**src/rtl/branch_feedback_queue.sv**
```systemverilog
// Branch feedback queue: holds predicted conditional branches in fetch order and
// returns each one's actual outcome to the predictor when execution resolves it.
module branch_feedback_queue #(
    parameter int ADDR_WIDTH     = 32,
    parameter int QUEUE_SIZE_LOG = 3,
    parameter int STAT_WIDTH     = 16
) (
    input  logic                      Sys_clk,
    input  logic                      Sys_rst,
    input  logic                      Sys_rdy,
    input  logic                      IFBQ_push_en,
    input  logic [ADDR_WIDTH-1:0]     IFBQ_pc,
    input  logic                      IFBQ_predict,
    input  logic                      EXBQ_resolve_en,
    input  logic                      EXBQ_taken,
    output logic                      BQIF_full,
    output logic                      BQIF_mispredict,
    output logic                      BQPD_feedback_en,
    output logic [ADDR_WIDTH-1:0]     BQPD_feedback_pc,
    output logic                      BQPD_branch_result,
    output logic [QUEUE_SIZE_LOG:0]   BQ_count,
    output logic [STAT_WIDTH-1:0]     BQ_branch_cnt,
    output logic [STAT_WIDTH-1:0]     BQ_miss_cnt
);

    localparam int QUEUE_SIZE = 1 << QUEUE_SIZE_LOG;
    localparam logic [QUEUE_SIZE_LOG-1:0] PTR_ONE  = QUEUE_SIZE_LOG'(1);
    localparam logic [QUEUE_SIZE_LOG:0]   CNT_ONE  = (QUEUE_SIZE_LOG + 1)'(1);
    localparam logic [QUEUE_SIZE_LOG:0]   FULL_CNT = {1'b1, {QUEUE_SIZE_LOG{1'b0}}};
    localparam logic [STAT_WIDTH-1:0]     STAT_ONE = STAT_WIDTH'(1);

    logic [ADDR_WIDTH-1:0]     pc_mem_q   [QUEUE_SIZE];
    logic                      pred_mem_q [QUEUE_SIZE];

    logic [QUEUE_SIZE_LOG-1:0] head_q, head_d;
    logic [QUEUE_SIZE_LOG-1:0] tail_q, tail_d;
    logic [QUEUE_SIZE_LOG:0]   count_q, count_d;
    logic [STAT_WIDTH-1:0]     branch_cnt_q, branch_cnt_d;
    logic [STAT_WIDTH-1:0]     miss_cnt_q, miss_cnt_d;
    logic                      fb_en_q, fb_en_d;
    logic                      miss_q, miss_d;
    logic [ADDR_WIDTH-1:0]     fb_pc_q, fb_pc_d;
    logic                      result_q, result_d;

    logic                      full_s;
    logic                      resolve_ok_s;
    logic                      miss_s;
    logic                      push_ok_s;

    function automatic logic [STAT_WIDTH-1:0] sat_inc(input logic [STAT_WIDTH-1:0] v);
        if (v == {STAT_WIDTH{1'b1}}) begin
            return v;
        end else begin
            return v + STAT_ONE;
        end
    endfunction

    assign full_s = (count_q == FULL_CNT);

    // Qualify the requests; a resolve that mispredicts flushes the queue and eats any same-cycle push
    always_comb begin
        resolve_ok_s = Sys_rdy && EXBQ_resolve_en && (count_q != '0);
        miss_s       = resolve_ok_s && (pred_mem_q[head_q] != EXBQ_taken);
        push_ok_s    = Sys_rdy && IFBQ_push_en && !miss_s && (!full_s || resolve_ok_s);
    end

    // Next-state for pointers, occupancy, statistics and the registered outputs
    always_comb begin
        head_d       = head_q;
        tail_d       = tail_q;
        count_d      = count_q;
        branch_cnt_d = branch_cnt_q;
        miss_cnt_d   = miss_cnt_q;
        fb_en_d      = 1'b0;
        miss_d       = 1'b0;
        fb_pc_d      = fb_pc_q;
        result_d     = result_q;

        if (resolve_ok_s) begin
            head_d       = head_q + PTR_ONE;
            fb_en_d      = 1'b1;
            fb_pc_d      = pc_mem_q[head_q];
            result_d     = EXBQ_taken;
            branch_cnt_d = sat_inc(branch_cnt_q);
        end else begin
            head_d = head_q;
        end

        if (miss_s) begin
            tail_d     = head_q + PTR_ONE;
            count_d    = '0;
            miss_d     = 1'b1;
            miss_cnt_d = sat_inc(miss_cnt_q);
        end else begin
            if (push_ok_s) begin
                tail_d = tail_q + PTR_ONE;
            end else begin
                tail_d = tail_q;
            end
            case ({push_ok_s, resolve_ok_s})
                2'b10:   count_d = count_q + CNT_ONE;
                2'b01:   count_d = count_q - CNT_ONE;
                default: count_d = count_q;
            endcase
        end
    end

    // Control and status state; reset drops every queued entry at once
    always_ff @(posedge Sys_clk or posedge Sys_rst) begin
        if (Sys_rst) begin
            head_q       <= '0;
            tail_q       <= '0;
            count_q      <= '0;
            branch_cnt_q <= '0;
            miss_cnt_q   <= '0;
            fb_en_q      <= 1'b0;
            miss_q       <= 1'b0;
            fb_pc_q      <= '0;
            result_q     <= 1'b0;
        end else begin
            head_q       <= head_d;
            tail_q       <= tail_d;
            count_q      <= count_d;
            branch_cnt_q <= branch_cnt_d;
            miss_cnt_q   <= miss_cnt_d;
            fb_en_q      <= fb_en_d;
            miss_q       <= miss_d;
            fb_pc_q      <= fb_pc_d;
            result_q     <= result_d;
        end
    end

    // Entry storage needs no reset: occupancy alone says which slots are live
    always_ff @(posedge Sys_clk) begin
        if (push_ok_s) begin
            pc_mem_q[tail_q]   <= IFBQ_pc;
            pred_mem_q[tail_q] <= IFBQ_predict;
        end
    end

    assign BQIF_full          = full_s;
    assign BQIF_mispredict    = miss_q;
    assign BQPD_feedback_en   = fb_en_q;
    assign BQPD_feedback_pc   = fb_pc_q;
    assign BQPD_branch_result = result_q;
    assign BQ_count           = count_q;
    assign BQ_branch_cnt      = branch_cnt_q;
    assign BQ_miss_cnt        = miss_cnt_q;

endmodule

```
**config.mk**
```make
export PLATFORM = sky130hd
export DESIGN_NAME = branch_feedback_queue
export DESIGN_NICKNAME = d
export VERILOG_FILES = /design/src/rtl/branch_feedback_queue.sv
export SDC_FILE = /design/constraint.sdc
export NUM_CORES = 1
export LEC_CHECK = 0
export BUFFER_PORTS_ARGS = -buffer_cell sky130_fd_sc_hd__buf_2
export CELL_PAD_IN_SITES_DETAIL_PLACEMENT = 0
export CELL_PAD_IN_SITES_GLOBAL_PLACEMENT = 2
export CORE_MARGIN = 5
export CORE_UTILIZATION = 50
export CTS_BUF_LIST = sky130_fd_sc_hd__clkbuf_2 sky130_fd_sc_hd__clkbuf_4 sky130_fd_sc_hd__clkbuf_8
export CTS_CLUSTER_DIAMETER = 200
export DETAILED_ROUTE_END_ITERATION = 10
export GPL_ROUTABILITY_DRIVEN = 0
export GPL_TIMING_DRIVEN = 0
export PLACE_DENSITY_LB_ADDON = 0.1
export SYNTH_ARGS = -nofsm -noshare
export SYNTH_HDL_FRONTEND = slang
export SYNTH_SLANG_ARGS = --single-unit
```
**constraint.sdc**
```tcl
create_clock -name Sys_clk -period 8.8 [get_ports Sys_clk]
set_input_delay 0.88 -clock Sys_clk [delete_from_list [all_inputs] [get_ports Sys_clk]]
set_output_delay 0.88 -clock Sys_clk [all_outputs]
set_load 0.02 [all_outputs]
```
==> summary.txt <==
Synth
  – Yosys cell types: 38
  – Mapped Cells: 699
  – Yosys top cell by area: edfxtp_1
  – Cell Area, Synth: 0.0132 mm^2
  – Top cells by count, synth: edfxtp_1, dfrtp_1, mux4_2
  – Register area share after synthesis: 0.749
  – Post-synth top flop: edfxtp_1
  – Number of synthesized flops with an enable pin: 264
  – Top cell type's share of synthesized area: 0.603
  – Top cells by area, synth: edfxtp_1, dfrtp_1, mux4_2, mux2i_1, nand2_1
  – Synth Net Count: 745
  – #FFs+latches synth: 341
  – Top-count cell post-synth: edfxtp_1
  – Avg Inst Size Synth: 18.8 um^2
  – Yosys warns: 0
  – Ys async rst share: 0.226

Setup path
  – Cell repeated most along the worst path: buf_4
  – Startpoint Class: flop
  – Required time worst endpoint: 9.10 ns
  – FF-to-FF Start: BQ_count[0]$_DFFE_PP0P_
  – CP delay by family, top: buffers and inverters
  – Crit path DAT: 4.21 ns
  – Worst-path cell chain: or4_1 > nand3_1 > buf_2 > inv_2 > a21oi_1 > nor4b_2 > buf_4 > buf_6 > buf_6 > buf_4 > buf_4
  – WS Path Type: reg2reg
  – Max Fanout on Critical Path: 10
  – R2R cell count: 11
  – CP peak stage delay: 0.72 ns
  – Internal reg-to-reg setup slack: 4.89 ns
  – Crit Reg-Reg Endpoint: pc_mem_q[0][5]$_DFFE_PP_
  – Crit path buf inv count: 7
  – Setup crit end kind: flop
  – Slowest cell on the critical path: nor4b_2

Placed design
  – Dpl hpwl: 18,900 um
  – Port Buffers: 110

Routing
  – # DRC: 0
  – Wirelength per Cell: 22.3 um
  – Antenna Violating Nets Remaining: 0
  – DR pass1 iterations: 4
  – Iter 0 DRT Violations: 428
  – Vias per inst: 5.45
  – Total number of vias: 6,994
  – Post-Route WL: 28,600 um

Floorplanning
  – I/O Pins: 111
  – Starting Density: 0.506
  – Die Wd: 172 um
  – Core box area: 0.0260 mm^2
  – Core Rows: 59
  – Die extent in y: 172 um
  – Die area: 0.0297 mm^2

Global routing
  – Number of antenna violations at the first check in global routing: 2
  – First-pass GRT wire length: 44,000 um
  – Grt total ovfl: 0
  – GRT Resource Usage Total: 0.199
  – Vias in the first global route: 7,493
  – Largest net degree at the start of global routing: 41

Clock tree
  – Post-CTS sizing: 0
  – CTS tree: built
  – Post-CTS Repair Setup Buffers: 0
  – Total CTS buffers: 56
  – Reg clk slew, reported paths: 0.06 ns
  – Clk root buf: clkbuf_8
  – Clock Path Buffers: 3
  – Clock latency on the worst-skew pair: 0.59 ns
  – # H-tree levels: 2
  – # clock sinks: 341
  – Hold Buf Count CTS: 0

STA
  – Endpoints failing setup: 0
  – Worst Skew: 0.0339 ns
  – Slew headroom: 0.260
  – Worst-Margin Slew: 1.11 ns
  – Unrepaired setup endpoints after global routing: no
  – Fmax: 0.256 GHz
  – Post-route clock period utilization: 0.445
  – Final Hold Viols: 0
  – Final Max Tran Viols: 0
  – Tmin final: 3.91 ns

Cells and area
  – Final net count: 946
  – FF/Latch Area: 0.00985 mm^2
  – Area growth, synth to finish: 19.4%
  – Post-layout util: 0.605
  – Multi-input gate area in the final layout: 0.00321 mm^2
  – FILL cells: 1,972
  – Fraction of layout cells with a size suffix above 1: 0.350

Power and ir drop
  – NetSw: 0.00146 W
  – Internal power: 0.00332 W
  – Net Sw Frac: 0.306
  – Pleak: 5.97 nW
  – Total power draw: 0.00478 W
  – Gate power share: 0.271
  – Worst VDD drop: 0.000181 V
  – Power Density: 304 mW/mm^2
  – Clock share of power: 0.296
  – Part of the power in registers: 0.433

Worst hold path
  – HP Class: in2async

Status
  – Status: complete, no violations

Flow run
  – Max-Cap Viols: 0
[layer usage]
layer / global-route usage / up-vias / wire (um)
li1: - / 3165 / -
met1: 0.269 / 3610 / 12000
met2: 0.335 / 181 / 14700
met3: 0.0409 / 34 / 1540
met4: 0.0492 / 4 / 368
met5: 0 / - / 18
[worst max path at each step]
stage | end | startpoint | slack, ns | cells past startpoint
after global routing | pc_mem_q[0][5]$_DFFE_PP_ | BQ_count[0]$_DFFE_PP0P_ | 4.64 | 11
after floorplan | pc_mem_q[0][0]$_DFFE_PP_ | BQ_count[0]$_DFFE_PP0P_ | 3.19 | 6
after global placement | pc_mem_q[0][3]$_DFFE_PP_ | Sys_rdy | -1.25 | 6
final | pc_mem_q[0][5]$_DFFE_PP_ | BQ_count[0]$_DFFE_PP0P_ | 4.89 | 11
after CTS | pc_mem_q[0][2]$_DFFE_PP_ | BQ_count[0]$_DFFE_PP0P_ | 4.76 | 11
after detailed placement | pc_mem_q[0][6]$_DFFE_PP_ | Sys_rdy | 4.73 | 11
[power groups by stage]
stage / sequential, W / clock, W / combinational, W
2_1_floorplan: 0.00220 / 0 / 0.000775
3_3_place_gp: 0.00210 / 0 / 0.00127
3_5_place_dp: 0.00210 / 0 / 0.00133
4_1_cts: 0.00207 / 0.00145 / 0.00133
5_1_grt: 0.00210 / 0.00153 / 0.00142
6_report: 0.00207 / 0.00141 / 0.00130
[worst reg2reg max path, cell delays in order, from the launching register on]
cell and delay, ns:
dfrtp_1 0.46, or4_1 0.54, nand3_1 0.19, buf_2 0.35, inv_2 0.16, a21oi_1 0.24
nor4b_2 0.72, buf_4 0.32, buf_6 0.16, buf_6 0.15, buf_4 0.18, buf_4 0.17
[cell families after synthesis]
logic type      Yosys count  share of synthesized area
compound gates           45                     0.0185
xor+xnor                 40                     0.0272
fa+ha+maj                 7                    0.00723
buf+inv                  34                     0.0111
flops                   341                      0.749
mux                     105                      0.142
simple gates            127                     0.0451
[final cells by class]
type | count | share of cell area
antenna | 1 | 0.000159
buffer | 29 | 0.00812
clock buffer | 86 | 0.0678
tap | 335 | 0.0267
inverter | 5 | 0.00135
sequential | 341 | 0.627
clock inverter | 20 | 0.00812
timing repair buffer | 143 | 0.0564
multi-input combinational | 324 | 0.204
[placed cells by master, fill, tap and decap left out, drive strengths merged, types with 2 or more instances in the layout]
cell type / n
a21oi: 4
a31oi: 3
and3: 4
and4: 5
buf: 160
clkbuf: 98
clkinv: 17
dfrtp: 77
edfxtp: 264
ha: 6
inv: 6
mux2i: 39
mux4: 65
nand2: 61
nand2b: 2
nand3: 11
nand4: 7
nor2: 22
nor3: 4
nor4: 5
nor4b: 2
o21ai: 35
xnor2: 23
xor2: 17
[state kept, by name, summed over array words and instances (netlist names)]
signal / flops
BQ_miss_cnt: 16
pred_mem_q: 8
BQ_branch_cnt: 16
tail_q: 3
BQIF_mispredict: 1
BQPD_feedback_en: 1
BQ_count: 4
BQPD_feedback_pc: 32
pc_mem_q: 256
BQPD_branch_result: 1
head_q: 3
[metrics by stage]
step / std cells / setup TNS (ns) / setup WS (ns) / hold WS, ns / cell area [um^2]
final: 1284 / 0 / 4.89 / 0.382 / 15700
after global routing: 1283 / 0 / 4.64 / 0.399 / 15700
after CTS: 1283 / 0 / 4.76 / 0.359 / 15700
after detailed placement: 1177 / 0 / 4.73 / 0.466 / 14500
after global placement: 1144 / -84.00 / -1.25 / 0.458 / 14100
after floorplan: 699 / 0 / 3.19 / 0.581 / 13200
(Power assumes the default switching activity.)
